**config.mk**
```make
export PLATFORM = sky130hd
export DESIGN_NAME = mem_loader
export DESIGN_NICKNAME = d
export VERILOG_FILES = /design/src/rtl/mem_loader_pkg.sv /design/src/rtl/mem_loader_uart_rx_byte.sv /design/src/rtl/mem_loader.sv
export SDC_FILE = /design/constraint.sdc
export NUM_CORES = 1
export LEC_CHECK = 0
export BUFFER_PORTS_ARGS = -buffer_cell sky130_fd_sc_hd__buf_2
export CELL_PAD_IN_SITES_DETAIL_PLACEMENT = 1
export CELL_PAD_IN_SITES_GLOBAL_PLACEMENT = 1
export CORE_MARGIN = 2
export CORE_UTILIZATION = 50
export CTS_CLUSTER_DIAMETER = 200
export CTS_CLUSTER_SIZE = 40
export DETAILED_ROUTE_END_ITERATION = 10
export MAX_ROUTING_LAYER = met4
export PLACE_DENSITY = 0.88
export RECOVER_POWER = 50
export SLEW_MARGIN = 20
export SYNTH_ARGS = -nofsm -noshare
export SYNTH_HDL_FRONTEND = slang
export SYNTH_SLANG_ARGS = --single-unit
```
**constraint.sdc**
```tcl
create_clock -name clk -period 6.24 [get_ports clk]
set_input_delay 1.872 -clock clk [delete_from_list [all_inputs] [get_ports clk]]
set_output_delay 1.872 -clock clk [all_outputs]
set_load 0.1 [all_outputs]
```
**src/rtl/mem_loader_pkg.sv**
```systemverilog
// Shared definitions for the serial program loader: header byte, default
// memory geometry and the loader / byte-receiver state encodings.
package mem_loader_pkg;

    localparam int         DEF_BW  = 16;
    localparam int         DEF_AW  = 9;
    localparam logic [7:0] LDR_HDR = 8'hA5;

    typedef enum logic [2:0] {
        IDLE, CNT_H, CNT_L, DAT_H, DAT_L, CKSUM, DONE, ERR
    } ldr_state_t;

    typedef enum logic [1:0] {
        RX_IDLE, RX_START, RX_DATA, RX_STOP
    } rx_state_t;

endpackage

```
**src/rtl/mem_loader_uart_rx_byte.sv**
```systemverilog
// 8N1 UART byte receiver on an already-synchronised line; emits one-cycle
// valid_o (good stop bit) or ferr_o (stop bit low) strobes.
module uart_rx_byte
    import mem_loader_pkg::*;
#(
    parameter int CLKS_PER_BIT = 8
) (
    input  logic       clk,
    input  logic       rst,
    input  logic       rx_s,
    output logic [7:0] byte_o,
    output logic       valid_o,
    output logic       ferr_o
);

    localparam int            CW   = $clog2(CLKS_PER_BIT + 1);
    localparam logic [CW-1:0] HALF = CW'(CLKS_PER_BIT / 2 - 1);
    localparam logic [CW-1:0] LAST = CW'(CLKS_PER_BIT - 1);

    rx_state_t     state_q, state_d;
    logic [CW-1:0] cnt_q, cnt_d;
    logic [2:0]    bit_q, bit_d;
    logic [7:0]    sh_q, sh_d;
    logic          rx_d_q, valid_d, ferr_d;

    // NOTE: every output of this block gets a default first so no path infers a latch.
    always_comb begin
        state_d = state_q;
        cnt_d   = cnt_q + CW'(1);
        bit_d   = bit_q;
        sh_d    = sh_q;
        valid_d = 1'b0;
        ferr_d  = 1'b0;
        case (state_q)
            // Start only on a falling edge, so a line held low after a bad stop bit is not re-read.
            RX_IDLE: begin
                cnt_d = '0;
                if (rx_d_q && !rx_s) state_d = RX_START;
            end
            RX_START: if (cnt_q == HALF) begin
                cnt_d   = '0;
                bit_d   = '0;
                state_d = rx_s ? RX_IDLE : RX_DATA;
            end
            RX_DATA: if (cnt_q == LAST) begin
                cnt_d = '0;
                sh_d  = {rx_s, sh_q[7:1]};
                bit_d = bit_q + 3'd1;
                if (bit_q == 3'd7) state_d = RX_STOP;
            end
            RX_STOP: if (cnt_q == LAST) begin
                valid_d = rx_s;
                ferr_d  = !rx_s;
                state_d = RX_IDLE;
            end
            default: state_d = RX_IDLE;
        endcase
    end

    // NOTE: sequential state uses non-blocking assignments only, so all flops update together.
    always_ff @(posedge clk or posedge rst) begin
        if (rst) begin
            state_q <= RX_IDLE;
            cnt_q   <= '0;
            bit_q   <= '0;
            sh_q    <= '0;
            rx_d_q  <= 1'b0;
            valid_o <= 1'b0;
            ferr_o  <= 1'b0;
        end else begin
            state_q <= state_d;
            cnt_q   <= cnt_d;
            bit_q   <= bit_d;
            sh_q    <= sh_d;
            rx_d_q  <= rx_s;
            valid_o <= valid_d;
            ferr_o  <= ferr_d;
        end
    end

    assign byte_o = sh_q;

endmodule

```
**src/rtl/mem_loader.sv**
```systemverilog
// Serial program loader: writes a framed UART word image into main memory from
// address 0 while holding the CPU in reset. LOADER_CKSUM_EN adds a trailing XOR checksum byte.
module mem_loader
    import mem_loader_pkg::*;
#(
    parameter int BW      = DEF_BW,
    parameter int AW      = DEF_AW,
    parameter int CLK_HZ  = 1000000,
    parameter int BAUD    = 9600,
    parameter int TO_CLKS = 100000
) (
    input  logic          clk,
    input  logic          rst,
    input  logic          rx,
    output logic [AW-1:0] mem_addr,
    output logic [BW-1:0] mem_data,
    output logic          mem_we,
    output logic          own_mem,
    output logic          cpu_rstn,
    output logic          busy,
    output logic          done,
    output logic          err
);

    localparam int CLKS_PER_BIT = CLK_HZ / BAUD;
    localparam int DEPTH        = 2 ** AW;
    localparam int TW           = $clog2(TO_CLKS + 1);

    ldr_state_t    state_q, state_d;
    logic          rx_meta, rx_s;
    logic [7:0]    rx_byte;
    logic          rx_valid, rx_ferr;
    logic [7:0]    n_hi_q, hi_q;
    logic [15:0]   rem_q, count;
    logic [TW-1:0] to_cnt_q;
    logic          busy_st, start, ld_nhi, ld_cnt, ld_hi, wr_word;
`ifdef LOADER_CKSUM_EN
    logic [7:0]    ck_q;
`endif

    always_ff @(posedge clk or posedge rst) begin
        if (rst) begin
            rx_meta <= 1'b1;
            rx_s    <= 1'b1;
        end else begin
            rx_meta <= rx;
            rx_s    <= rx_meta;
        end
    end

    uart_rx_byte #(.CLKS_PER_BIT(CLKS_PER_BIT)) u_rx (
        .clk     (clk),
        .rst     (rst),
        .rx_s    (rx_s),
        .byte_o  (rx_byte),
        .valid_o (rx_valid),
        .ferr_o  (rx_ferr)
    );

    assign busy_st = state_q inside {CNT_H, CNT_L, DAT_H, DAT_L, CKSUM};
    assign count   = {n_hi_q, rx_byte};

    always_comb begin
        state_d = state_q;
        start   = 1'b0;
        ld_nhi  = 1'b0;
        ld_cnt  = 1'b0;
        ld_hi   = 1'b0;
        wr_word = 1'b0;
        case (state_q)
            IDLE, DONE, ERR: if (rx_valid && rx_byte == LDR_HDR) begin
                start   = 1'b1;
                state_d = CNT_H;
            end
            CNT_H: if (rx_valid) begin
                ld_nhi  = 1'b1;
                state_d = CNT_L;
            end
            CNT_L: if (rx_valid) begin
                if (count == '0 || int'(count) > DEPTH) begin
                    state_d = ERR;
                end else begin
                    ld_cnt  = 1'b1;
                    state_d = DAT_H;
                end
            end
            DAT_H: if (rx_valid) begin
                ld_hi   = 1'b1;
                state_d = DAT_L;
            end
            DAT_L: if (rx_valid) begin
                wr_word = 1'b1;
`ifdef LOADER_CKSUM_EN
                state_d = (rem_q == 16'd1) ? CKSUM : DAT_H;
`else
                state_d = (rem_q == 16'd1) ? DONE : DAT_H;
`endif
            end
`ifdef LOADER_CKSUM_EN
            CKSUM: if (rx_valid) state_d = (rx_byte == ck_q) ? DONE : ERR;
`endif
            default: state_d = IDLE;
        endcase
        if (busy_st && (rx_ferr || (!rx_valid && to_cnt_q == TW'(TO_CLKS - 1))))
            state_d = ERR;
    end

    always_ff @(posedge clk or posedge rst) begin
        if (rst) state_q <= IDLE;
        else     state_q <= state_d;
    end

    always_ff @(posedge clk or posedge rst) begin
        if (rst) begin
            mem_addr <= '0;
            mem_data <= '0;
            mem_we   <= 1'b0;
            n_hi_q   <= '0;
            hi_q     <= '0;
            rem_q    <= '0;
            to_cnt_q <= '0;
        end else begin
            mem_we <= wr_word;
            if (ld_nhi) n_hi_q <= rx_byte;
            if (ld_hi)  hi_q   <= rx_byte;
            if (wr_word) begin
                mem_data <= BW'({hi_q, rx_byte});
                rem_q    <= rem_q - 16'd1;
            end else if (ld_cnt) begin
                rem_q <= count;
            end
            // Address advances the cycle after each write, wrapping at the top of memory.
            if (ld_cnt)      mem_addr <= '0;
            else if (mem_we) mem_addr <= mem_addr + AW'(1);
            if (!busy_st || rx_valid || rx_ferr) to_cnt_q <= '0;
            else                                 to_cnt_q <= to_cnt_q + TW'(1);
        end
    end

`ifdef LOADER_CKSUM_EN
    always_ff @(posedge clk or posedge rst) begin
        if (rst)                  ck_q <= '0;
        else if (start)           ck_q <= '0;
        else if (ld_hi || wr_word) ck_q <= ck_q ^ rx_byte;
    end
`endif

    // The final write keeps the port owned and the CPU held until it has landed.
    assign busy     = busy_st || mem_we;
    assign own_mem  = busy;
    assign done     = (state_q == DONE) && !mem_we;
    assign err      = (state_q == ERR);
    assign cpu_rstn = (state_q == IDLE || state_q == DONE) && !mem_we;

endmodule

```
## Yosys cells after proc, flatten, opt, wreduce, memory -nomap -nowiden

Index checks and enable logic that the tools add are counted.

- Register bits: 103
- Input port bits: 3
- Output and inout port bits: 31
- Logic and storage cells: 115

- $add $sub $neg: 5
- Magnitude comparators: 1
- Eq/ne operators: 26
- Muxes and demuxes: 38
- Reduce and logical (&&, ||, !) cells: 28

Operator list:

| kind | count |
|---|---|
| two-way mux 16 bit | 2 |
| two-way mux 3 bit | 10 |
| one-hot mux 7 bit (3 select lines) | 1 |
| two-way mux 9 bit | 2 |
| adder 17 x 1 -> 17 bit, second input constant | 1 |
| equality test 17 bit, second input constant | 1 |
| two-way mux 17 bit | 1 |
| equality test 16 x 1 -> 1 bit, second input constant | 1 |
| greater-than comparator 16 x 10 -> 1 bit, second input constant | 1 |
| zero test 16 bit | 1 |
| subtractor 16 x 1 -> 16 bit, second input constant | 1 |
| equality test 3 bit, second input constant | 5 |
| one-hot mux 3 bit (5 select lines) | 1 |
| two-way mux 7 bit | 2 |
| two-way mux 2 bit | 6 |
| inequality test 3 x 1 -> 1 bit, second input constant | 4 |
| two-way mux 1 bit | 11 |
| inequality test 2 x 1 -> 1 bit, second input constant | 5 |
| AND reduction 5 bit | 2 |
| adder 9 x 1 -> 9 bit, second input constant | 1 |
| equality test 8 bit, second input constant | 1 |
| one-hot mux 2 bit (4 select lines) | 1 |
| adder 7 x 1 -> 7 bit, second input constant | 1 |
| equality test 7 x 6 -> 1 bit, second input constant | 1 |
| other kinds (18) | 35 |

## Logic depth before layout (Yosys ltp)

Gate-level depths: netlist of the first run.

- Depth after elaboration: 7
- Depth in mapped cells: 7
- Depth with buffers taken out: 7

## Modules after synthesis

From an unflattened synthesis of the first run, not the netlist that was laid out.

- Cell total of the unflattened synthesis: 424
- Area total of the unflattened synthesis: 4,757.1 um^2

By module, submodules not included:

| module | times used | cells each | area each (um^2) | seq. area each (um^2) |
|---|---|---|---|---|
| mem_loader | 1 | 341 | 3,721.1 | 2,004.4 |
| uart_rx_byte | 1 | 83 | 1,036.0 | 575.6 |

## Worst setup path before layout of the first run

No wires, ideal clock.

- Kind: register -> output
- Start: register mem_we
- End: output cpu_rstn
- Data arrival time: 3,144 ps
- Data required time: 4,368 ps
- Setup slack: 1,224 ps
- Cell stages (with the launch flop): 3
- Buffers on the path: 1
- Path through: dfrtp_1 clkbuf_1 nor3_1

- Word-level cells in the longest chain between the ends: 2

Ends and longest elaborated chain:

| item | line | RTL |
|---|---|---|
| start, declared | mem_loader.sv:17 | `output logic mem_we,` |
| start signal, assigned | mem_loader.sv:123 | `mem_we <= wr_word;` |
| zero test 1 bit | mem_loader.sv:153 | `assign cpu_rstn = (state_q == IDLE \|\| state_q == DONE) && !mem_we;` |
| logical AND 1 bit | mem_loader.sv:153 |  |
| end, declared | mem_loader.sv:19 | `output logic cpu_rstn,` |

Every way passes these cells.

## Final worst setup path of the first run

- Start: register state_q[0]
- End: output busy

- Word-level cells in the longest chain between the ends: 3
- Elaborated cells on any way between the ends: 7
- Classes of those cells: eq/ne (5); reduce/logical (2)

Ends and longest elaborated chain:

| item | line | RTL |
|---|---|---|
| start, declared | mem_loader.sv:29 | `ldr_state_t state_q, state_d;` |
| start signal, assigned | mem_loader.sv:110 | `else state_q <= state_d;` |
| equality test 3 x 1 -> 1 bit, or another cell as far along | mem_loader.sv:60 | `assign busy_st = state_q inside {CNT_H, CNT_L, DAT_H, DAT_L, CKSUM};` |
| nonzero test 5 bit * | mem_loader.sv:60 |  |
| logical OR 1 bit * | mem_loader.sv:149 | `assign busy = busy_st \|\| mem_we;` |
| end, declared | mem_loader.sv:20 | `output logic busy,` |

Every way passes the cells marked *; elsewhere a longest branch is shown, timed or not.

==> reports/qor.yml, run 1 <==
floorplanning:
  dieHeight_um: 102
  core_sq_um: 9280
  dieArea_sq_um: 10400
  rows: 35
  start_util: 0.515
  die_x_um: 102
  ios: 34
min_path:
  hp-class: "reg -> reg"
  hp-start: "rx_meta"
drt:
  totalWireLength_um: 10900
  ant_nets: 0
  routedWlPerCell_um: 17.4
  vias: 3522
  vias_per_cell: 5.64
  drt_iter0_drc: 122
  route.detailed.drc: 0
  drt_pass1_iterations: 4
clock_tree:
  tritoncts: "done"
  cts_sinks: 103
  cts_resized: 0
  cts_hold_buf: 0
  htree_levels: 3
  cts-root-buf: "clkbuf_8"
  numCtsBuffers: 9
  cts.clk_slew.worst_paths_ns: 0.10
  insertion_delay_ns: 0.38
  cts_setup_buffers: 0
  clockBufferDepth: 2
grt:
  track_usage: 0.234
  grt_max_degree: 64
  antenna_found_initial: 0
  grt_pass1_vias: 3768
  grt_pass1_wl_um: 18300
  overflow: 0
finish:
  layout-drive-gt1-share: 0.167
  final_common_cell: "dfrtp_1"
  layout.nets: 505
  final_cell_mix: "dfrtp_1 (101), nand2_1 (72), nor2_1 (53), buf_2 (33), nand3_1 (32)"
  antenna_cells: 0
  syn2layout_area_growth_pct: 9.02
  finish.instance_area_sq_um: 5220
sta:
  period_needed_ns: 3.91
  tightestPinTransition_ns: 1.78
  hold_viol_final: 0
  skew_ns: 0.0161
  min_period_over_period: 0.626
  grt_setup_unrepaired: "false"
  hold_ws_ns: 0.368
  max_freq_mhz: 256
  setup_viol: 0
  slew_headroom: -0.191
  report.final.slew_viol_count: 42
  fin_tns_setup_ns: 0
placement:
  routabilityCongestion: 0.859
  dp_hpwl_um: 7430
  portBuffers: 33
  dpl-instance-area_sq_um: 5050
worst_setup_path:
  worstSetupEndpointType: "output pin"
  cp-start-kind: "register"
  cp.required_ns: 4.37
  cp.arrival_ns: 2.03
  startpoint: "state_q[0]"
  crit_type: "reg -> out"
  crit-reg2reg-launch: "state_q[0]"
  cp_max_fo: 13
power:
  p_leak_nw: 2.61
  powerDensity_nw_per_um2: 240
  total_power_mw: 1.25
  peakVddDrop_uv: 166
synth:
  ys_types: 53
  syn_area_per_cell_sq_um: 10.4
  syn-instance-count: 461
  ys_seq_area_frac: 0.539
  async_flop_share: 1.00
  yosys_warnings: 0
  synth_edf_count: 0
  syn_nets: 475
  synthFlopType: "dfrtp_1"
  ys_seq_elements: 103
  netlist_area_sq_um: 4780
outcome:
  status: "finished, violations left"
  violations: "max-capacitance violations, max-slew violations"
job:
  max-cap-violations: 1
-- cell families after synthesis --
| kind of cell | count (synthesis) | share of synthesized area |
|---|---|---|
| adder cells (fa/ha/maj) | 11 | 0.0288 |
| multiplexers | 33 | 0.0756 |
| buffers and inverters | 28 | 0.0248 |
| AO/OA/AOI/OAI | 43 | 0.0649 |
| flip-flops | 103 | 0.539 |
| AND/OR/NAND/NOR | 214 | 0.214 |
| XOR/XNOR | 29 | 0.0531 |
-- worst paths after layout --
path                                    end  slack, ns  depth (start not counted)
worst max-delay path                   busy       2.33                          4
worst min-delay path                   rx_s       0.37                          0
worst max register to register     rem_q[9]       3.06                          8
worst min register to register         rx_s       0.37                          0
max in group asynchronous         n_hi_q[1]       2.83                          3
min in group asynchronous       to_cnt_q[0]       1.92                          2
-- layout make-up --
cell class	count	area [sq um]
fillers	1055	4070
flip-flops and latches	103	2580
multi-input cells	330	2070
repair buffers	35	176
well taps	129	161
clock buffers	9	124
clock inverters	7	53.8
inverters	12	46.3
-- registers in the layout, indices dropped and copies added (netlist names), 3 cells and up, named ones only --
name,cells
to_cnt_q,17
mem_data,16
rem_q,16
mem_addr,9
hi_q,8
n_hi_q,8
u_rx.byte_o,8
u_rx.cnt_q,7
state_q,3
u_rx.bit_q,3
-- Yosys cell counts (6+ instances only) --
library cell / n / area share
mux2i_1: 8 / 0.017
mux2_2: 25 / 0.059
xnor2_1: 10 / 0.018
nand3_1: 32 / 0.033
xor2_1: 19 / 0.035
nand2_1: 72 / 0.056
o21ai_0: 17 / 0.018
nor4_1: 6 / 0.0078
ha_1: 11 / 0.029
inv_1: 12 / 0.0094
nor2_1: 53 / 0.042
nor3_1: 8 / 0.0084
clkbuf_1: 10 / 0.0078
dfrtp_1: 101 / 0.53
and3_1: 6 / 0.0078
-- metal layers --
metal / wire length, um / global-route usage
met4: 208 / 0.0851
met3: 374 / 0.0410
met5: 0 / -
met2: 5470 / 0.382
met1: 4840 / 0.294
-- power breakdown --
group | switching [mW] | leakage (nW) | internal [mW] | total (mW)
clock | 0.244 | 0.0944 | 0.150 | 0.393
sequential | 0.0182 | 1.42 | 0.687 | 0.705
combinational | 0.0941 | 1.09 | 0.0590 | 0.153
-- per-stage QoR --
step	instances	worst slack, ns	utilization
global route	625	2.19	0.562
global placement	609	2.82	0.544
floorplan	461	1.22	-
finish	625	2.33	0.562
CTS	625	2.35	0.564
detailed placement	609	2.76	0.544
-- critical path, stage by stage, from the launching register on --
cell,delay (ns)
dfrtp_1,0.55
or2_2,0.36
o21ai_0,0.30
nand2b_1,0.14
buf_2,0.32
(Power assumes the default switching activity.)
==> run 2, diff against run 1 <==
--- a/config.mk
+++ b/config.mk
@@ -9,12 +9,12 @@
 export CELL_PAD_IN_SITES_DETAIL_PLACEMENT = 1
 export CELL_PAD_IN_SITES_GLOBAL_PLACEMENT = 1
 export CORE_MARGIN = 2
-export CORE_UTILIZATION = 50
+export CORE_UTILIZATION = 43
 export CTS_CLUSTER_DIAMETER = 200
 export CTS_CLUSTER_SIZE = 40
 export DETAILED_ROUTE_END_ITERATION = 10
 export MAX_ROUTING_LAYER = met4
-export PLACE_DENSITY = 0.88
+export PLACE_DENSITY = 0.81
 export RECOVER_POWER = 50
 export SLEW_MARGIN = 20
 export SYNTH_ARGS = -nofsm -noshare
==> constraint.sdc (replaced) <==
create_clock -name clk -period 3.2 [get_ports clk]
set_input_delay 0.96 -clock clk [delete_from_list [all_inputs] [get_ports clk]]
set_output_delay 0.96 -clock clk [all_outputs]
set_load 0.1 [all_outputs]
==> run 2 against run 1 <==
The flow now finishes without violations. Highest routed layer unchanged. Routed wire length decreased by 5.6%. Non-clock buffer count rose by 5. Sequential share of layout area fell by 0.70 points. Critical path type unchanged. Worst setup slack got worse by 2.1 ns.
==> reports/qor.yml, run 2 (synthesized netlist as in run 1, its figures left out) <==
finish:
  syn2layout_area_growth_pct: 10.6
  multi_input_area_sq_um: 2100
  layout.nets: 510
  fillers: 1215
  top_register: "to_cnt_q"
  reg_top3: "to_cnt_q: 17 flops, mem_data: 16 flops, rem_q: 16 flops"
  regArea_sq_um: 2580
  final_common_cell: "dfrtp_1"
  largest_reg_flops: 17
  antenna_cells: 0
  final_cell_mix: "dfrtp_1 (101), nand2_1 (72), nor2_1 (53), buf_2 (33), nand3_1 (32)"
  finish.utilization: 0.488
  layout-drive-gt1-share: 0.180
  finish.instance_area_sq_um: 5290
drt:
  routedWlPerCell_um: 16.0
  drt_pass1_iterations: 4
  ant_nets: 0
  vias: 3466
  route.detailed.drc: 0
  vias_per_cell: 5.41
  drt_iter0_drc: 176
  totalWireLength_um: 10300
placement:
  portBuffers: 33
  dpl-instance-area_sq_um: 5140
  routabilityCongestion: 0.752
  dp_hpwl_um: 7380
power:
  powerDensity_nw_per_um2: 459
  power_switching_mw: 0.668
  pwr-share-seq: 0.568
  switching_share: 0.275
  combPwrFrac: 0.115
  peakVddDrop_uv: 303
  internal-power_mw: 1.76
  p_leak_nw: 2.63
  p_clk_frac: 0.317
sta:
  tightestPinTransition_ns: 1.41
  report.final.slew_viol_count: 0
  hold_ws_ns: 0.369
  grt_setup_unrepaired: "false"
  hold_viol_final: 0
  min_period_over_period: 0.930
  period_needed_ns: 2.98
  slew_headroom: 0.0568
  setup_viol: 0
  fin_tns_setup_ns: 0
  skew_ns: 0.00760
  max_freq_mhz: 336
clock_tree:
  insertion_delay_ns: 0.38
  cts_hold_buf: 0
  cts_setup_buffers: 0
  numCtsBuffers: 9
  cts_sinks: 103
  clockBufferDepth: 2
  tritoncts: "done"
  cts-root-buf: "clkbuf_8"
  cts.clk_slew.worst_paths_ns: 0.09
  htree_levels: 3
  cts_resized: 0
floorplanning:
  start_util: 0.441
  core_sq_um: 10800
  rows: 38
  dieArea_sq_um: 12000
  die_x_um: 109
  dieHeight_um: 109
  ios: 34
worst_setup_path:
  worstSetupEndpointType: "output pin"
  cp.required_ns: 2.24
  cp_max_fo: 10
  rr_worst_depth: 9
  cp-start-kind: "register"
  cp.arrival_ns: 2.02
  crit_type: "reg -> out"
min_path:
  whs_path_depth: 0
  hp-class: "reg -> reg"
grt:
  track_usage: 0.197
  overflow: 0
  grt_pass1_wl_um: 17700
  grt_max_degree: 34
  grt_pass1_vias: 3685
  antenna_found_initial: 0
job:
  max-cap-violations: 0
outcome:
  status: "finished, final reports clean"
run 2: cell count changes in the layout (fill, tap and decap cells not counted), moves of 2 or more:
| cell | before | now |
|---|---|---|
| clkbuf_1 | 1 | 4 |
| inv_6 | 3 | 0 |
| clkinvlp_4 | 0 | 2 |
| nor3_1 | 8 | 6 |
| nor3_2 | 0 | 2 |
run 2: critical path, cell delays in order (launching register included):
cell	delay, ns
dfrtp_1	0.50
or2_2	0.35
o21ai_0	0.38
nand2b_2	0.10
buf_2	0.30
run 2: stage by stage:
step	std cells	total power, mW	worst slack (ns)
final	641	2.43	0.224
after global routing	641	2.57	0.0728
after CTS	641	2.47	0.209
after detailed placement	625	1.69	0.575
after global placement	625	1.67	0.722
after floorplan	461	1.61	-0.0471
run 2: layer usage:
layer,vias up,track usage,routed length (um)
met4,0,0.0895,219
li1,1665,-,-
met5,-,-,0
met1,1734,0.250,4710
met3,16,0.0314,270
met2,51,0.312,5080
run 2: final timing paths:
check | startpoint | to | slack (ns)
min reg2reg | rx_meta | rx_s | 0.37
min | rx_meta | rx_s | 0.37
max reg2reg | state_q[1] | rem_q[14] | 0.53
min in group asynchronous | rst | mem_data[10] | 0.88
max in group asynchronous | rst | to_cnt_q[9] | 0.57
max | state_q[2] | own_mem | 0.22
run 2: power groups by stage:
stage	sequential [mW]	combinational (mW)	clock, mW
2_1_floorplan	1.39	0.222	0
3_3_place_gp	1.40	0.270	0
4_1_cts	1.38	0.294	0.802
6_report	1.38	0.280	0.769
3_5_place_dp	1.40	0.292	0
5_1_grt	1.39	0.320	0.864
run 2: layout make-up:
| class | count | area share |
|---|---|---|
| clock inverters | 6 | 0.00875 |
| multi-input cells | 330 | 0.397 |
| well taps | 140 | 0.0331 |
| repair buffers | 40 | 0.0393 |
| clock buffers | 10 | 0.0260 |
| inverters | 12 | 0.00875 |
| flip-flops and latches | 103 | 0.488 |
==> run 3, diff against run 2 <==
--- a/config.mk
+++ b/config.mk
@@ -5,16 +5,17 @@
 export SDC_FILE = /design/constraint.sdc
 export NUM_CORES = 1
 export LEC_CHECK = 0
+export ABC_AREA = 1
 export BUFFER_PORTS_ARGS = -buffer_cell sky130_fd_sc_hd__buf_2
 export CELL_PAD_IN_SITES_DETAIL_PLACEMENT = 1
 export CELL_PAD_IN_SITES_GLOBAL_PLACEMENT = 1
 export CORE_MARGIN = 2
-export CORE_UTILIZATION = 43
+export CORE_UTILIZATION = 30
 export CTS_CLUSTER_DIAMETER = 200
 export CTS_CLUSTER_SIZE = 40
 export DETAILED_ROUTE_END_ITERATION = 10
 export MAX_ROUTING_LAYER = met4
-export PLACE_DENSITY = 0.81
+export PLACE_DENSITY = 0.63
 export RECOVER_POWER = 50
 export SLEW_MARGIN = 20
 export SYNTH_ARGS = -nofsm -noshare
==> run 3 against run 2 <==
The run now ends with max-capacitance violations, max-slew violations left. Sequential share of layout area fell by 5.1 points. Highest routed layer unchanged. Worst hold slack got worse by 0.0055 ns. Maximum frequency rose by 8.0%. Synthesized cell count rose by 41%. Via count rose by 25%. Clock-buffer cell count did not move. Routed wire length rose by 23%. Area after synthesis rose by 9.5%. Critical path type unchanged. Core utilization fell by 14 points. Final cell count rose by 43%. Critical path depth rose by 1.
==> reports/qor.yml, run 3 <==
sta:
  max_freq_mhz: 363
  slew_headroom: -0.136
  setup_viol: 0
  grt_setup_unrepaired: "false"
  hold_ws_ns: 0.363
  period_needed_ns: 2.76
  report.final.slew_viol_count: 40
  skew_ns: 0.0146
  fin_tns_setup_ns: 0
  min_period_over_period: 0.861
  tightestPinTransition_ns: 1.70
  worst_slack_ns: 0.444
  hold_viol_final: 0
drt:
  totalWireLength_um: 12600
  drt_pass1_iterations: 4
  vias_per_cell: 4.74
  drt_iter0_drc: 171
  vias: 4336
  routedWlPerCell_um: 13.8
  route.detailed.drc: 0
  ant_nets: 0
synth:
  synth_top_area_share: 0.482
  synth_area_leaders: "dfrtp_1 (48%), nand2_1 (13%), inv_1 (5.6%), nor2_1 (4.7%), nand3_1 (4.3%)"
  yosys_warnings: 0
  syn_nets: 665
  synthFlopType: "dfrtp_1"
  synth_area_leader_cell: "dfrtp_1"
  ys_types: 38
  async_flop_share: 1.00
  syn_area_per_cell_sq_um: 8.05
  netlist_area_sq_um: 5240
  synth_common_cells: "nand2_1 (176), dfrtp_1 (101), inv_1 (78), nor2_1 (66), nand3_1 (45)"
  ys_seq_elements: 103
  syn-instance-count: 651
  yosysMostFrequentCell: "nand2_1"
  ys_seq_area_frac: 0.492
  synth_edf_count: 0
floorplanning:
  ios: 34
  core_sq_um: 17200
  dieArea_sq_um: 18500
  start_util: 0.305
  dieHeight_um: 136
  die_x_um: 136
  rows: 48
grt:
  grt_pass1_wl_um: 22100
  use_met3: 0.0224
  grt_use_met2: 0.252
  antenna_found_initial: 0
  grt_max_degree: 104
  grt.busiest_layer: "met2"
  overflow: 0
  track_usage: 0.155
  grt_util_met1: 0.197
  grt_pass1_vias: 4479
placement:
  portBuffers: 33
  routabilityCongestion: 0.867
  place_ws_ns: 0.834
  dp_hpwl_um: 9110
worst_setup_path:
  cp_max_fo: 7
  crit_type: "reg -> out"
  cp-start-kind: "register"
  worstSetupEndpointType: "output pin"
  cp.required_ns: 2.24
  cp.arrival_ns: 1.80
clock_tree:
  insertion_delay_ns: 0.36
  cts_sinks: 103
  cts-root-buf: "clkbuf_16"
  clockBufferDepth: 2
  cts_setup_buffers: 0
  cts_resized: 0
  htree_levels: 3
  numCtsBuffers: 9
  cts_hold_buf: 0
  tritoncts: "done"
  cts.clk_slew.worst_paths_ns: 0.07
min_path:
  hp-class: "reg -> reg"
outcome:
  violations: "max-capacitance violations, max-slew violations"
  status: "finished, violations left"
finish:
  final_common_cell: "nand2_1"
  largest_reg_flops: 17
  antenna_cells: 0
  reg_top3: "to_cnt_q: 17 flops, mem_data: 16 flops, rem_q: 16 flops"
  regArea_sq_um: 2580
  top_register: "to_cnt_q"
  final_cell_mix: "nand2_1 (175), dfrtp_1 (101), inv_1 (77), nor2_1 (67), nand3_1 (45)"
  layout-drive-gt1-share: 0.129
  finish.utilization: 0.344
  fillers: 2106
  layout.nets: 698
  syn2layout_area_growth_pct: 12.7
  multi_input_area_sq_um: 2260
power:
  powerDensity_nw_per_um2: 461
  p_leak_nw: 3.01
  total_power_mw: 2.72
  peakVddDrop_uv: 243
job:
  max-cap-violations: 1
-- run 3: cell types whose count changed after synthesis, sizes merged, moves of 10 or more --
cell    delta
mux2      -25
xor2      -13
inv       +69
a21oi     +14
o21ai     +38
nand2    +112
clkbuf    -10
nor2      +22
nand4     +12
nand3     +22
-- run 3: worst paths after layout --
check	slack [ns]	end	startpoint	cells after the start
worst max-delay path	0.44	own_mem	state_q[0]	5
worst min-delay path	0.36	rx_s	rx_meta	0
worst max register to register	0.52	rem_q[5]	state_q[0]	7
worst min register to register	0.36	rx_s	rx_meta	0
max in group asynchronous	1.21	to_cnt_q[16]	rst	3
min in group asynchronous	1.10	u_rx.cnt_q[0]	rst	3
-- run 3: stage by stage --
| step | area, sq um | cells |
|---|---|---|
| floorplan | 5260 | 651 |
| detailed placement | 5640 | 898 |
| CTS | 5930 | 914 |
| global route | 5900 | 914 |
| finish | 5900 | 914 |
| global placement | 5640 | 898 |
-- run 3: power by group --
part	internal, mW	switching (mW)
clock	0.553	0.559
combinational	0.0705	0.175
sequential	1.34	0.0324
-- run 3: logic make-up after synthesis --
| logic type | count (synthesis) | share of synthesized area |
|---|---|---|
| flops | 103 | 0.492 |
| simple gates | 354 | 0.311 |
| buf+inv | 96 | 0.0769 |
| compound gates | 79 | 0.0802 |
| fa+ha+maj | 11 | 0.0263 |
| xor+xnor | 8 | 0.0134 |
-- run 3: layout make-up --
cell class	instances	share of cell area
clock inverter	6	0.0108
multi-input combinational	452	0.383
timing repair buffer	36	0.0303
inverter	82	0.0528
tap	225	0.0477
sequential	103	0.437
clock buffer	10	0.0388
-- run 3: routing by layer --
| metal | up-vias | part of all wire |
|---|---|---|
| met1 | 2128 | 0.49 |
| met5 | - | 0 |
| met3 | 11 | 0.026 |
| met4 | 0 | 0.014 |
| met2 | 52 | 0.47 |
| li1 | 2145 | - |
-- run 3: worst max-delay path, cell delays in order, from the launching register on --
cell and delay, ns:
dfrtp_1 0.50, nor2_1 0.13, o21ai_2 0.21, inv_1 0.12, nand2_2 0.07, buf_2 0.42
